[config.mk]
export PLATFORM = sky130hd
export DESIGN_NAME = tdc_capture_accum
export DESIGN_NICKNAME = d
export VERILOG_FILES = /design/src/rtl/tdc_pkg.sv /design/src/rtl/tdc_encode.sv /design/src/rtl/tdc_capture_accum.sv
export SDC_FILE = /design/constraint.sdc
export NUM_CORES = 1
export LEC_CHECK = 0
export ABC_CLOCK_PERIOD_IN_PS = 13400
export BUFFER_PORTS_ARGS = -buffer_cell sky130_fd_sc_hd__buf_2
export CORE_MARGIN = 2
export CORE_UTILIZATION = 55
export DETAILED_ROUTE_END_ITERATION = 10
export PLACE_DENSITY = 0.81
export SYNTH_ARGS = -nofsm -noshare
export SYNTH_HDL_FRONTEND = slang
export SYNTH_HIERARCHICAL = 1
export SYNTH_SLANG_ARGS = --single-unit
export TNS_END_PERCENT = 1
[constraint.sdc]
create_clock -name clk_capture -period 13.4 [get_ports clk_capture]
set_clock_uncertainty 0.05 [all_clocks]
set_input_delay 0.67 -clock clk_capture [delete_from_list [all_inputs] [get_ports clk_capture]]
set_output_delay 0.67 -clock clk_capture [all_outputs]
set_load 0.05 [all_outputs]
[src/rtl/tdc_pkg.sv]
// Shared types and width helpers for the TDC capture/accumulate back-end.
package tdc_pkg;

    // Per-sample encode selection; RSVD decodes like POP.
    typedef enum logic [1:0] {
        POP     = 2'd0,
        POP_INV = 2'd1,
        THERM   = 2'd2,
        RSVD    = 2'd3
    } tdc_mode_e;

    typedef enum logic [1:0] {
        IDLE  = 2'd0,
        FLUSH = 2'd1,
        ACCUM = 2'd2,
        HOLD  = 2'd3
    } tdc_acc_state_e;

    // One encoded sample must represent 0..n inclusive.
    function automatic int hw_width(input int n);
        return $clog2(n) + 1;
    endfunction

    // n * 2^acc_log2_max fits once acc_log2_max extra bits are added.
    function automatic int sum_width(input int n, input int acc_log2_max);
        return hw_width(n) + acc_log2_max;
    endfunction

endpackage

[src/rtl/tdc_encode.sv]
// Encodes one synchronised capture word and registers the result with en gating.
module tdc_encode
    import tdc_pkg::*;
#(
    parameter  int N    = 64,
    localparam int HW_W = hw_width(N)
) (
    input  logic            clk_capture,
    input  logic            rst_n,
    input  logic            en_i,
    input  logic [N-1:0]    data_i,
    input  logic [1:0]      mode_i,
    output logic [HW_W-1:0] sample_o,
    output logic            oor_o
);

    logic [HW_W-1:0] pop, therm, enc;
    logic            run;
    logic [HW_W-1:0] sample_q;
    logic            oor_q;

    // Mode mux: ones count, zeros count, or length of the ones run from bit 0.
    always_comb begin
        pop   = '0;
        therm = '0;
        run   = 1'b1;
        for (int i = 0; i < N; i++) begin
            pop   = pop + HW_W'(data_i[i]);
            run   = run & data_i[i];
            therm = therm + HW_W'(run);
        end
        case (tdc_mode_e'(mode_i))
            POP_INV: enc = HW_W'(N) - pop;
            THERM:   enc = therm;
            default: enc = pop;
        endcase
    end

    // Output register advances with the sync chain so latency counts en-high cycles.
    always_ff @(posedge clk_capture or negedge rst_n) begin
        if (!rst_n) begin
            sample_q <= '0;
            oor_q    <= 1'b0;
        end else if (en_i) begin
            sample_q <= enc;
            oor_q    <= (enc == '0) || (enc == HW_W'(N));
        end
    end

    assign sample_o = sample_q;
    assign oor_o    = oor_q;

endmodule

[src/rtl/tdc_capture_accum.sv]
// TDC back-end: synchroniser chain, per-sample encode, burst accumulation of
// sum/min/max/out-of-range, and a valid/ready result port.
module tdc_capture_accum
    import tdc_pkg::*;
#(
    parameter  int N            = 64,
    parameter  int N_SYNC       = 2,
    parameter  int ACC_LOG2_MAX = 4,
    localparam int HW_W         = hw_width(N),
    localparam int SUM_W        = sum_width(N, ACC_LOG2_MAX),
    localparam int SEL_W        = $clog2(ACC_LOG2_MAX + 1),
    localparam int OOR_W        = ACC_LOG2_MAX + 1
) (
    input  logic             clk_capture,
    input  logic             rst_n,
    input  logic             en,
    input  logic [N-1:0]     dl_in,
    input  logic             start,
    input  logic [1:0]       mode,
    input  logic [SEL_W-1:0] acc_sel,
    output logic             busy,
    output logic             meas_valid,
    input  logic             meas_ready,
    output logic [SUM_W-1:0] meas_sum,
    output logic [HW_W-1:0]  meas_min,
    output logic [HW_W-1:0]  meas_max,
    output logic [OOR_W-1:0] meas_oor
);

    localparam int FL_W = $clog2(N_SYNC + 2);

    logic [N_SYNC-1:0][N-1:0] sync_q;
    logic [HW_W-1:0]          sample;
    logic                     sample_oor;

    tdc_acc_state_e   state_q, state_d;
    logic [1:0]       mode_q, mode_d;
    logic [FL_W-1:0]  flush_q, flush_d;
    logic [OOR_W-1:0] samp_q, samp_d;
    logic [SUM_W-1:0] acc_sum_q, acc_sum_d, sum_n;
    logic [HW_W-1:0]  acc_min_q, acc_min_d, min_n;
    logic [HW_W-1:0]  acc_max_q, acc_max_d, max_n;
    logic [OOR_W-1:0] acc_oor_q, acc_oor_d, oor_n;
    logic [SUM_W-1:0] meas_sum_q, meas_sum_d;
    logic [HW_W-1:0]  meas_min_q, meas_min_d;
    logic [HW_W-1:0]  meas_max_q, meas_max_d;
    logic [OOR_W-1:0] meas_oor_q, meas_oor_d;
    logic [SEL_W-1:0] k_sel;

    // Synchroniser chain; frozen while en is low.
    always_ff @(posedge clk_capture or negedge rst_n) begin
        if (!rst_n) begin
            sync_q <= '0;
        end else if (en) begin
            sync_q[0] <= dl_in;
            for (int i = 1; i < N_SYNC; i++) sync_q[i] <= sync_q[i-1];
        end
    end

    tdc_encode #(.N(N)) u_enc (
        .clk_capture (clk_capture),
        .rst_n       (rst_n),
        .en_i        (en),
        .data_i      (sync_q[N_SYNC-1]),
        .mode_i      (mode_q),
        .sample_o    (sample),
        .oor_o       (sample_oor)
    );

    assign k_sel = (acc_sel > SEL_W'(ACC_LOG2_MAX)) ? SEL_W'(ACC_LOG2_MAX) : acc_sel;

    // Running statistics including the current sample. oor cannot pass 2^k
    // because at most 2^k samples are folded in per burst.
    always_comb begin
        sum_n = acc_sum_q + SUM_W'(sample);
        min_n = (sample < acc_min_q) ? sample : acc_min_q;
        max_n = (sample > acc_max_q) ? sample : acc_max_q;
        oor_n = acc_oor_q + OOR_W'(sample_oor);
    end

    // Burst FSM: latch config on accepted start, flush stale pipeline, accumulate, hold.
    always_comb begin
        state_d    = state_q;
        mode_d     = mode_q;
        flush_d    = flush_q;
        samp_d     = samp_q;
        acc_sum_d  = acc_sum_q;
        acc_min_d  = acc_min_q;
        acc_max_d  = acc_max_q;
        acc_oor_d  = acc_oor_q;
        meas_sum_d = meas_sum_q;
        meas_min_d = meas_min_q;
        meas_max_d = meas_max_q;
        meas_oor_d = meas_oor_q;
        case (state_q)
            IDLE, HOLD: begin
                if (state_q == IDLE || meas_ready) begin
                    if (start) begin
                        state_d   = FLUSH;
                        mode_d    = mode;
                        flush_d   = FL_W'(N_SYNC + 1);
                        samp_d    = OOR_W'(1) << k_sel;
                        acc_sum_d = '0;
                        acc_min_d = '1;
                        acc_max_d = '0;
                        acc_oor_d = '0;
                    end else begin
                        state_d = IDLE;
                    end
                end
            end
            FLUSH: begin
                if (en) begin
                    if (flush_q == '0) state_d = ACCUM;
                    else               flush_d = flush_q - 1'b1;
                end
            end
            ACCUM: begin
                if (en) begin
                    acc_sum_d = sum_n;
                    acc_min_d = min_n;
                    acc_max_d = max_n;
                    acc_oor_d = oor_n;
                    samp_d    = samp_q - 1'b1;
                    if (samp_q == OOR_W'(1)) begin
                        state_d    = HOLD;
                        meas_sum_d = sum_n;
                        meas_min_d = min_n;
                        meas_max_d = max_n;
                        meas_oor_d = oor_n;
                    end
                end
            end
            default: state_d = IDLE;
        endcase
    end

    // State, accumulator and result registers.
    always_ff @(posedge clk_capture or negedge rst_n) begin
        if (!rst_n) begin
            state_q    <= IDLE;
            mode_q     <= '0;
            flush_q    <= '0;
            samp_q     <= '0;
            acc_sum_q  <= '0;
            acc_min_q  <= '0;
            acc_max_q  <= '0;
            acc_oor_q  <= '0;
            meas_sum_q <= '0;
            meas_min_q <= '0;
            meas_max_q <= '0;
            meas_oor_q <= '0;
        end else begin
            state_q    <= state_d;
            mode_q     <= mode_d;
            flush_q    <= flush_d;
            samp_q     <= samp_d;
            acc_sum_q  <= acc_sum_d;
            acc_min_q  <= acc_min_d;
            acc_max_q  <= acc_max_d;
            acc_oor_q  <= acc_oor_d;
            meas_sum_q <= meas_sum_d;
            meas_min_q <= meas_min_d;
            meas_max_q <= meas_max_d;
            meas_oor_q <= meas_oor_d;
        end
    end

    assign busy       = (state_q != IDLE);
    assign meas_valid = (state_q == HOLD);
    assign meas_sum   = meas_sum_q;
    assign meas_min   = meas_min_q;
    assign meas_max   = meas_max_q;
    assign meas_oor   = meas_oor_q;

endmodule

==> results.toml <==
[critical_path]
cp-end-kind = "flip-flop"
path_max_fanout = 8
worstSetupPathType = "reg -> reg"
start_kind = "flip-flop"
critPathRequiredTime_ns = 13.75
cp_data_arrival_time_ns = 8.82

[clock_network]
cts_buffers = 22
clk_latency_ns = 0.51
cts_resized = 0
cts_root_buffer = "clkbuf_16"
postCtsHoldBufs = 0
clock_sinks = 207
cts_setup_buffers = 0
clk_pin_slew_worst_paths_ns = 0.06
cts.path.max_buffers = 3
htreeDepth = 1
cts_tree = "yes"

[grt]
antenna_found_initial = 0
grt_pass1_wl_mm = 48.0
grt_max_degree = 83
grt_pass1_vias = 9545
overflow = 0
gr-usage-all-layers = 0.230

[final_layout]
area_growth_pct = 11.2
drive_above_1_share = 0.231
nNetsFinal = 1544
n_antenna_cell = 0
stdcell_area_mm2 = 0.0149

[synth]
synth_edf_count = 0
synthDistinctLibCells = 69
synth_cells = 1196
seq_area_frac_synth = 0.386
synth_flop_cell = "dfrtp_1"
yosys_warnings = 6
synth_seq_cells = 207
syn-cell-area_mm2 = 0.0134
async_flop_share = 1.00
synth.avg_cell_area_um2 = 11.2
syn-num-nets = 1447

[timing]
slew_violations = 0
rsz0062_at_grt = "no"
finalSetupTns_ns = 0
fin_crit_sh = 0.632
timing_worst_slew_pin_value_ns = 1.05
max_slew_margin = 0.296
hold_viol_final = 0
max_freq_mhz = 118
setup_violations = 0
min_period_ns = 8.47

[die]
die_w_um = 160
start_util = 0.557
die_area_mm2 = 0.0257
core_area_mm2 = 0.0241
io_pins = 106
die_h_um = 160
std_cell_rows = 57

[route]
ant_nets = 0
drcViolationCount = 0
via_count = 8963
initialDrtViolationCount = 717
vias_per_cell = 5.50
drt-pass1-iter-count = 7
wl_mm = 28.1
wire_per_inst_um = 17.2

[place]
dpl-instance-area_mm2 = 0.0142
gp_congestion = 0.868
hpwl_mm = 20.9
port_buffers = 105

[status]
status = "finished clean"

[min_path]
min_path_type = "in -> async"

[job]
maxCapViolCount = 0
cells in the mapped netlist, drive strengths merged (8+ instances only):
cell type,count,area (µm²)
clkbuf,15,56.3
nand3,31,155
o21ai,41,220
nand2,92,345
and4,8,72.6
and2,14,90.1
nor2,43,164
nor3,16,80.1
mux2i,24,240
a22o,11,96.3
ha,68,851
dfrtp,207,5180
buf,24,145
inv,174,653
a21oi,36,180
and3,30,188
mux2,134,1510
fa,109,2180
nand4,11,83.8
placed cells by master, fill, tap and decap left out, drive strengths merged, types with 33 or more instances in the layout:
cell type | Yosys | routed
dfrtp | 207 | 207
ha | 68 | 68
nor2 | 43 | 43
nand2 | 92 | 92
clkbuf | 15 | 33
o21ai | 41 | 41
a21oi | 36 | 36
buf | 24 | 111
inv | 174 | 174
mux2 | 134 | 134
fa | 109 | 109
registers in the layout (all words and copies together) (netlist names):
signal,flops
sync_q,128
acc_sum_q,11
meas_sum,11
acc_max_q,7
acc_min_q,7
meas_max,7
meas_min,7
u_enc/sample_o,7
acc_oor_q,5
meas_oor,5
samp_q,5
flush_q,2
mode_q,2
state_q,2
u_enc/oor_o,1
final cells by class:
class,count,area [µm²]
Fill cell,1923,9180
Clock inverter,4,61.3
Timing Repair Buffer,112,593
Sequential cell,207,5180
Tap cell,324,405
Inverter,175,657
Multi-Input combinational cell,775,7390
Clock buffer,32,638
routing by layer:
metal  GRT usage  up-vias  wire [µm]
li1            -     4200          -
met1       0.317     4505      12600
met2       0.389      202      13600
met3      0.0304       56       1200
met4      0.0598        0        661
met5           0        -          0
cells by family after synthesis:
logic type	after synthesis	share of synthesized area
xor+xnor	14	0.00914
mux	158	0.130
buf+inv	214	0.0640
flops	207	0.386
compound gates	144	0.0767
fa+ha+maj	177	0.226
simple gates	282	0.108
worst max-delay path, cell delays in order, from the launching register on:
cell and delay, ns:
dfrtp_1 0.44, ha_1 0.21, and4_4 0.26, nand4_4 0.15, nor4b_4 0.54, nand2_1 0.22
nor2_1 0.30, and3_1 0.23, fa_1 0.45, fa_1 0.54, fa_1 0.43, fa_1 0.41
fa_1 0.55, inv_1 0.05, fa_1 0.46, fa_1 0.52, fa_1 0.61, inv_1 0.06
ha_1 0.31, a211oi_1 0.30, o21bai_1 0.15, a21o_1 0.20, a221o_1 0.30, a221o_1 0.30
o41ai_2 0.33
metrics by stage:
step,utilization,hold WS [ns],setup WS (ns),cells
floorplan,-,0.324,5.60,1196
global placement,0.590,0.403,5.20,1593
detailed placement,0.590,0.408,5.04,1593
CTS,0.619,0.167,5.00,1629
global route,0.619,0.202,4.50,1629
finish,0.619,0.155,4.93,1629
path summary, 6_finish.rpt:
kind,endpoint,startpoint,slack [ns],cells past startpoint
setup / recovery,u_enc/oor_o,sync_q[64],4.93,24
max in group asynchronous,sync_q[45],rst_n,11.76,2
setup reg to reg,u_enc/oor_o,sync_q[64],4.93,24
min in group clk_capture,sync_q[49],dl_in[49],0.34,2
hold reg to reg,meas_max[5],meas_max[5],0.42,2
hold / removal,sync_q[10],rst_n,0.16,1
Power is left out: the tool's default activity adds up to more than one toggle a clock period on the data nets, which glitch-free logic cannot reach.
